### src/rtl/coeff_block_reader_pkg.sv
// rtl/coeff_block_reader_pkg.sv - shared zigzag table, default sizes and FSM encoding
package coeff_block_reader_pkg;

  localparam int DEF_WIDTH      = 9;
  localparam int DEF_ADDR_WIDTH = 4;
  localparam int DEF_DEPTH      = 16;

  // Element [pos] is the raster address of zigzag scan position pos.
  localparam logic [15:0][3:0] ZIGZAG = {
    4'd15, 4'd14, 4'd11, 4'd7, 4'd10, 4'd13, 4'd12, 4'd9,
    4'd6,  4'd3,  4'd2,  4'd5, 4'd8,  4'd4,  4'd1,  4'd0
  };

  typedef enum logic [1:0] {
    ST_IDLE  = 2'd0,
    ST_READ  = 2'd1,
    ST_DRAIN = 2'd2
  } state_t;

  function automatic logic [3:0] zigzag_addr(input logic [3:0] pos);
    return ZIGZAG[pos];
  endfunction

endpackage

### src/rtl/coeff_skid_fifo.sv
// rtl/coeff_skid_fifo.sv - 3-entry FIFO absorbing BRAM read latency under backpressure
module coeff_skid_fifo #(
  parameter int W = 14
) (
  input  logic         clk,
  input  logic         rst,
  input  logic         i_push,
  input  logic [W-1:0] i_data,
  input  logic         i_pop,
  output logic [W-1:0] o_head,
  output logic         o_valid,
  output logic [1:0]   o_count
);

  logic [W-1:0] r_mem [3];
  logic [1:0]   r_wr_ptr;
  logic [1:0]   r_rd_ptr;
  logic [1:0]   r_count;
  logic         w_pop;

  function automatic logic [1:0] ptr_inc(input logic [1:0] p);
    return (p == 2'd2) ? 2'd0 : p + 2'd1;
  endfunction

  assign w_pop   = i_pop && (r_count != 2'd0);
  assign o_valid = (r_count != 2'd0);
  assign o_count = r_count;
  // Head is forced to zero when empty so a cleared FIFO presents all-zero outputs.
  assign o_head  = o_valid ? r_mem[r_rd_ptr] : '0;

  always_ff @(posedge clk) begin
    if (!rst) begin
      r_wr_ptr <= 2'd0;
      r_rd_ptr <= 2'd0;
      r_count  <= 2'd0;
      for (int i = 0; i < 3; i++) r_mem[i] <= '0;
    end else begin
      if (i_push) begin
        r_mem[r_wr_ptr] <= i_data;
        r_wr_ptr        <= ptr_inc(r_wr_ptr);
      end
      if (w_pop) r_rd_ptr <= ptr_inc(r_rd_ptr);
      case ({i_push, w_pop})
        2'b10:   r_count <= r_count + 2'd1;
        2'b01:   r_count <= r_count - 2'd1;
        default: r_count <= r_count;
      endcase
    end
  end

endmodule

### src/rtl/coeff_block_reader.sv
// rtl/coeff_block_reader.sv - zigzag read sequencer from coefficient BRAM port B to a valid/ready stream
module coeff_block_reader
  import coeff_block_reader_pkg::*;
#(
  parameter int WIDTH     = DEF_WIDTH,
  parameter int addrWIDTH = DEF_ADDR_WIDTH,
  parameter int DEPTH     = DEF_DEPTH,
  parameter bit REVERSE   = 1'b0
) (
  input  logic                 clk,
  input  logic                 rst,
  input  logic                 start,
  output logic                 busy,
  output logic                 done,
  output logic                 enb,
  output logic [addrWIDTH-1:0] addrb,
  input  logic [WIDTH-1:0]     dob,
  output logic [WIDTH-1:0]     m_data,
  output logic                 m_valid,
  input  logic                 m_ready,
  output logic [3:0]           m_index,
  output logic                 m_last
);

  state_t               r_state;
  state_t               w_next_state;
  logic [4:0]           r_issued;
  logic                 r_cap_valid;
  logic [3:0]           r_cap_index;
  logic                 r_cap_last;
  logic [addrWIDTH-1:0] r_addrb;
  logic                 r_done;

  logic                 w_enb;
  logic                 w_pop;
  logic                 w_start_ok;
  logic                 w_room;
  logic                 w_issue_last;
  logic [3:0]           w_scan;
  logic [1:0]           w_occ;
  logic                 w_fifo_valid;
  logic [WIDTH+4:0]     w_head;

  assign w_scan       = REVERSE ? ~r_issued[3:0] : r_issued[3:0];
  assign w_issue_last = (r_issued == 5'(DEPTH - 1));
  assign w_pop        = w_fifo_valid && m_ready;
  // The done cycle is already IDLE, so it must be excluded explicitly.
  assign w_start_ok   = (r_state == ST_IDLE) && start && !r_done;
  // Buffered plus in-flight elements may never exceed the 3 FIFO slots.
  assign w_room       = ({1'b0, w_occ} + {2'b00, r_cap_valid}) < (3'd3 + {2'b00, w_pop});

  always_comb begin
    w_next_state = r_state;
    w_enb        = 1'b0;
    case (r_state)
      ST_IDLE:  if (w_start_ok) w_next_state = ST_READ;
      ST_READ: begin
        if (w_room) begin
          w_enb = 1'b1;
          if (w_issue_last) w_next_state = ST_DRAIN;
        end
      end
      ST_DRAIN: if (w_pop && m_last) w_next_state = ST_IDLE;
      default:  w_next_state = ST_IDLE;
    endcase
  end

  always_ff @(posedge clk) begin
    if (!rst) begin
      r_state     <= ST_IDLE;
      r_issued    <= 5'd0;
      r_cap_valid <= 1'b0;
      r_cap_index <= 4'd0;
      r_cap_last  <= 1'b0;
      r_addrb     <= '0;
      r_done      <= 1'b0;
    end else begin
      r_state     <= w_next_state;
      r_done      <= (r_state == ST_DRAIN) && w_pop && m_last;
      r_cap_valid <= w_enb;
      if (w_start_ok) r_issued <= 5'd0;
      else if (w_enb) r_issued <= r_issued + 5'd1;
      if (w_enb) begin
        r_cap_index <= w_scan;
        r_cap_last  <= w_issue_last;
        r_addrb     <= addrWIDTH'(zigzag_addr(w_scan));
      end
    end
  end

  assign busy  = (r_state != ST_IDLE);
  assign done  = r_done;
  assign enb   = w_enb;
  assign addrb = w_enb ? addrWIDTH'(zigzag_addr(w_scan)) : r_addrb;

  coeff_skid_fifo #(.W(WIDTH + 5)) u_fifo (
    .clk     (clk),
    .rst     (rst),
    .i_push  (r_cap_valid),
    .i_data  ({r_cap_last, r_cap_index, dob}),
    .i_pop   (w_pop),
    .o_head  (w_head),
    .o_valid (w_fifo_valid),
    .o_count (w_occ)
  );

  assign m_valid = w_fifo_valid;
  assign m_last  = w_head[WIDTH+4];
  assign m_index = w_head[WIDTH+3:WIDTH];
  assign m_data  = w_head[WIDTH-1:0];

endmodule
### config.mk
export PLATFORM = sky130hd
export DESIGN_NAME = coeff_block_reader
export DESIGN_NICKNAME = d
export VERILOG_FILES = /design/src/rtl/coeff_block_reader_pkg.sv /design/src/rtl/coeff_skid_fifo.sv /design/src/rtl/coeff_block_reader.sv
export SDC_FILE = /design/constraint.sdc
export NUM_CORES = 1
export LEC_CHECK = 0
export ABC_AREA = 1
export BUFFER_PORTS_ARGS = -buffer_cell sky130_fd_sc_hd__clkbuf_2
export CORE_UTILIZATION = 50
export DETAILED_ROUTE_END_ITERATION = 8
export GPL_TIMING_DRIVEN = 1
export HOLD_SLACK_MARGIN = 0.15
export PLACE_DENSITY_LB_ADDON = 0.08
export SYNTH_ARGS = -nofsm -noshare
export SYNTH_HDL_FRONTEND = slang
export SYNTH_SLANG_ARGS = --single-unit
### constraint.sdc
create_clock -name clk -period 5.4 [get_ports clk]
set_input_delay 0.54 -clock clk [delete_from_list [all_inputs] [get_ports clk]]
set_output_delay 0.54 -clock clk [all_outputs]
set_load 0.02 [all_outputs]
==> results.cfg, run 1 <==
[power_and_ir_drop]
internal-power_mw = 1.104
p_switching_mw = 0.4307
p_leak_nw = 1.876
combPwrFrac = 0.171
power_frac_clock = 0.327
swShare = 0.2807
p_seq_frac = 0.502
power_density_nw_per_um2 = 349.3
peakVddDrop_mv = 0.1484

[detailed_routing]
routed_via_density = 5.018
vias = 2755
routed_wl_um = 7383
final_antenna_net_count = 0
drtIter0Drc = 128
avgRoutedWirePerCell_um = 13.45
drtPass1Iterations = 4
drc = 0

[clock_tree]
cts_root_buffer = clkbuf_8
cts_tree = done
cts_setup_buffers = 0
htreeDepth = 3
cts_inserted_buffers = 9
hold_buffers = 0
cts_sinks = 86
path_clk_slew_ps = 80
clk_latency_ps = 350
cts_max_path_buffers = 2
cts_resized = 0

[worst_setup_path]
crit_chain = inv_2 > o21ai_0 > a21oi_2 > clkbuf_2
worst_path_dominant_cell_family = flip-flops
path_buf_inv = 2
required_ps = 4860
critical_path_arrival_ps = 2450
start_kind = register
end_kind = output port
path_depth = 4
crit_path_top_delay_cell = dfxtp_1
rr_startpoint = u_fifo.o_count[0]
critPathKind = register to output port
reg2regPathDepth = 14
crit_fanout = 29
slowest_delay_ps = 1030

[synthesis]
syn_area_um2 = 3933
synth_top_family_by_area = simple AND/OR/NAND/NOR gates
synth_warnings = 0
synthSimpleGateAreaFrac = 0.2170
netlist_instances = 413
synthMuxAreaShare = 0
synth_xor_area_frac = 0.002227
synth-seq-cells = 86
synth_compound_area_frac = 0.1021
synth_fa_ha_area_frac = 0.03500
synth_cell_types = 34
syn_nets = 437
syn_area_per_cell_um2 = 9.522
synth-seq-area-share = 0.5803

[floorplanning]
fp.dieH_um = 90.69
num_io_pins = 35
floorplan.initialDensity = 0.5308
core_area_um2 = 7408
die_w_um = 90.69
fp-row-count = 31
die_area_um2 = 8224

[layout]
multi_input_area_um2 = 1406
fin_nets = 469
nFillCells = 662
insertedDiodeCount = 0
final_layout_size_suffix_gt1_frac = 0.1844
seqCellArea_um2 = 2282
fin_util = 0.5930
syn2layout_area_growth_pct = 11.71

[grt]
grt_max_degree = 30
grt_usage = 0.1942
grt-ovfl-total = 0
grt_pass1_wl_um = 12450
antenna_found_initial = 0
grt_pass1_vias = 2735

[timing]
fin_crit_sh = 0.5530
worst_slew_pin_slew_ps = 1064
slew_viol_final = 0
fmax_mhz = 334.8
finalCriticalPeriod_ps = 2986
tns_ps = 0
skew_ps = 5.741
grt_setup_unrepaired = no
max_slew_margin = 0.2899
hold_viol = 0
setup_viol = 0

[placement]
portBuffers = 34
dpl.hpwl_um = 4924
gp_congestion = 0.7422

[worst_hold_path]
hold_path_class = input pin to register
hold_depth = 1
hp-start = dob[3]

[run]
maxCapViolCount = 0

[run_status]
outcome = complete, no violations
## synth_stat cells, drive strengths merged
library cell | instances | area, um2
and3 | 1 | 6.260
o22ai | 1 | 6.260
nand4 | 5 | 31.28
xor2 | 1 | 8.760
o21ai | 36 | 199.0
a211oi | 1 | 7.510
edfxtp | 56 | 1682
clkbuf | 5 | 18.77
nand3 | 17 | 115.1
o211ai | 1 | 12.51
o211a | 1 | 10.01
nor3 | 3 | 26.28
or2 | 1 | 6.260
buf | 10 | 61.30
inv | 45 | 168.9
nor4 | 1 | 12.51
ha | 11 | 137.6
nor2 | 111 | 440.4
nand2 | 48 | 215.2
a21oi | 28 | 166.4
dfxtp | 30 | 600.6
## metal layers
| metal | share of wire | wire (um) | global-route usage | vias to the layer above |
|---|---|---|---|---|
| met5 | 0 | 0 | 0 | - |
| met4 | 0.018 | 135 | 0.09140 | 0 |
| met3 | 0.027 | 201 | 0.03030 | 10 |
| met2 | 0.49 | 3649 | 0.3384 | 42 |
| met1 | 0.46 | 3397 | 0.2343 | 1278 |
| li1 | - | - | - | 1425 |
## layout make-up
cell class,count,share of cell area
clock buffer,12,0.03560
clock inverter,4,0.01595
inverter,45,0.03845
multi-input combinational,267,0.3201
sequential,86,0.5195
tap,99,0.02820
timing repair buffer,36,0.04215
## final timing paths
path                                            end  slack [ps]
worst max-delay path                         m_last        2410
worst min-delay path             u_fifo.r_mem[3][3]         380
worst max register to register             register        2770
worst min register to register  u_fifo.r_mem[3][12]         430
## power by group through the flow
stage | logic [mW] | registers [mW] | clock network [mW]
finish | 0.263 | 0.771 | 0.501
global route | 0.295 | 0.778 | 0.535
floorplan | 0.209 | 0.764 | 0
global placement | 0.262 | 0.786 | 0
detailed placement | 0.266 | 0.787 | 0
CTS | 0.267 | 0.771 | 0.510
## layout by cell type, fill, tap and decap left out, drive strengths merged, types with 11 or more instances in the layout
cell type	Yosys	layout
a21oi	28	28
inv	45	45
o21ai	36	36
edfxtp	56	56
dfxtp	30	30
nand3	17	17
clkbuf	5	46
nor2	111	111
ha	11	11
nand2	48	48
## sequential cells by signal, summed over array words and instances (netlist names), named ones only
signal and count:
u_fifo.r_mem 56, r_issued 5, r_addrb 4, r_cap_index 4, r_state 2, u_fifo.o_count 2, u_fifo.r_rd_ptr 2, u_fifo.r_wr_ptr 2
done 1, r_cap_last 1, r_cap_valid 1
## stage by stage
step / cell area, um2 / worst slack (ps) / hold WS (ps) / power, mW / std cells
after floorplan: 3933 / 3213 / 408.2 / 0.9732 / 413
after global routing: 4393 / 2129 / 368.7 / 1.608 / 549
after detailed placement: 4167 / 2739 / 414.7 / 1.052 / 533
after CTS: 4393 / 2365 / 364.2 / 1.549 / 549
after global placement: 4167 / 2773 / 413.6 / 1.048 / 533
final: 4393 / 2414 / 376.9 / 1.535 / 549
## kinds of logic after synthesis
logic type               count (synthesis)
buffers and inverters                   60
XOR/XNOR                                 1
AND/OR/NAND/NOR                        187
AO/OA/AOI/OAI                           68
flip-flops                              86
adder cells (fa/ha/maj)                 11
Note: power is estimated with default switching activity, not from simulation.
==> run 2: changes to the inputs <==
==> constraint.sdc (replaced) <==
create_clock -name clk -period 3 [get_ports clk]
set_input_delay 0.3 -clock clk [delete_from_list [all_inputs] [get_ports clk]]
set_output_delay 0.3 -clock clk [all_outputs]
set_load 0.02 [all_outputs]
==> run 2 against run 1 <==
  * Combinational power is 97% higher
  * Critical path depth is 7 higher
  * Flip-flop and latch count stayed put
  * Clock skew is 2.8 ps higher
==> results.cfg, run 2 (same netlist as run 1, synthesis figures left out) <==
[run_status]
outcome = complete, no violations

[timing]
finalCriticalPeriod_ps = 2582
slew_viol_final = 0
fin_crit_sh = 0.8607
grt_setup_unrepaired = no
skew_ps = 8.569
setup_viol = 0
fin_hold_ws_ps = 284.8
hold_viol = 0
tns_ps = 0
worst_slew_pin_slew_ps = 723.6
fmax_mhz = 387.3
setup_slack_ps = 417.8
max_slew_margin = 0.5165

[layout]
fin_nets = 485
largest_reg_flops = 56
layout_common_cells = nor2_1 (109), edfxtp_1 (56), inv_1 (41), nand2_1 (38), clkbuf_2 (34)
final_layout_size_suffix_gt1_frac = 0.1931
stdcell_count = 565
final_cell_area_um2 = 4477
layout_top_registers = u_fifo.r_mem: 56 flops, r_issued: 5 flops
top_register = u_fifo.r_mem
syn2layout_area_growth_pct = 13.84
insertedDiodeCount = 0
layout_commonest_cell = nor2_1
fin_util = 0.6043

[detailed_routing]
avgRoutedWirePerCell_um = 13.86
drtIter0Drc = 131
routed_wl_um = 7832
final_antenna_net_count = 0
drc = 0
routed_via_density = 5.058
vias = 2858
drtPass1Iterations = 4

[power_and_ir_drop]
power_density_nw_per_um2 = 579.7
p_leak_nw = 1.918
total_power_mw = 2.595
peakVddDrop_mv = 0.2417

[floorplanning]
fp.dieH_um = 90.69
fp-row-count = 31
die_area_um2 = 8224
num_io_pins = 35
die_w_um = 90.69
floorplan.initialDensity = 0.5308
core_area_um2 = 7408

[placement]
dp_cells = 540
dpl.hpwl_um = 4965
place_area_um2 = 4219
place_ws_ps = 610.1
portBuffers = 34
gp_congestion = 0.7571

[run]
maxCapViolCount = 0

[worst_hold_path]
hold_depth = 3
whs_endpoint = u_fifo.r_rd_ptr[1]
hold_path_class = input pin to register
hp-start = m_ready

[grt]
grt-ovfl-total = 0
grt_pass1_wl_um = 12900
grt_pass1_vias = 2752
grt_usage = 0.2027
grt_max_degree = 29
antenna_found_initial = 0

[worst_setup_path]
critical_path_arrival_ps = 2280
worst_path_dominant_cell_family = buffers and inverters
crit_path_top_delay_cell = dfxtp_1
required_ps = 2700
end_kind = output port
path_buf_inv = 4
reg2regPathDepth = 15
crit_chain = ha_1 > ha_1 > nand2_1 > inv_1 > nand2_4 > nand3_4 > inv_2 > buf_4 > nand2_2 > nand2_1 > clkbuf_2
rr_startpoint = u_fifo.o_count[0]
start_kind = register
slowest_delay_ps = 470
rrSetupSlack_ps = 610
critPathKind = register to output port
crit_fanout = 17

[clock_tree]
cts_root_buffer = clkbuf_8
cts_sinks = 86
cts_resized = 0
cts_inserted_buffers = 9
clk_latency_ps = 340
cts_tree = done
cts_max_path_buffers = 2
htreeDepth = 3
path_clk_slew_ps = 80
[run 2: metal layers]
metal / share of wire / global-route usage / vias up
li1: - / - / 1456
met1: 0.46 / 0.2423 / 1345
met2: 0.50 / 0.3643 / 53
met3: 0.035 / 0.03535 / 4
met4: 0.0065 / 0.07124 / 0
met5: 0 / 0 / -
[run 2: tightest hold or removal path, stage by stage]
cell and delay [ps]:
clkbuf_2 100, o21ai_4 90, a211oi_1 90
[run 2: how the worst max path moves through the flow]
stage                      startpoint        to  slack (ps)  cells past startpoint
global route        u_fifo.o_count[0]  addrb[3]         200                     11
global placement    u_fifo.o_count[0]  register         680                     15
finish              u_fifo.o_count[0]  addrb[2]         420                     11
floorplan           u_fifo.o_count[0]  register         890                     15
detailed placement  u_fifo.o_count[0]  register         610                     15
CTS                 u_fifo.o_count[0]  addrb[2]         400                     11
[run 2: where the power goes]
group	switching, mW	internal, mW	leakage, nW	total, mW
clock network	0.395	0.317	0.0865	0.712
logic	0.350	0.167	1.02	0.518
registers	0.0472	1.32	0.808	1.37
[run 2: cell type report]
| type | count | area, um2 |
|---|---|---|
| Fill cell | 668 | 2932 |
| Sequential cell | 86 | 2282 |
| Multi-Input combinational cell | 267 | 1406 |
| Timing Repair Buffer | 52 | 327.8 |
| Inverter | 45 | 168.9 |
| Clock buffer | 11 | 141.4 |
| Tap cell | 99 | 123.9 |
| Clock inverter | 5 | 26.28 |
[run 2: timing repair]
item | CTS | global route
endpoints found under the hold margin | 9 | 0
hold buffers | 9 | 0
setup endpoints to repair | 0 | 0
setup buffers | 0 | 0
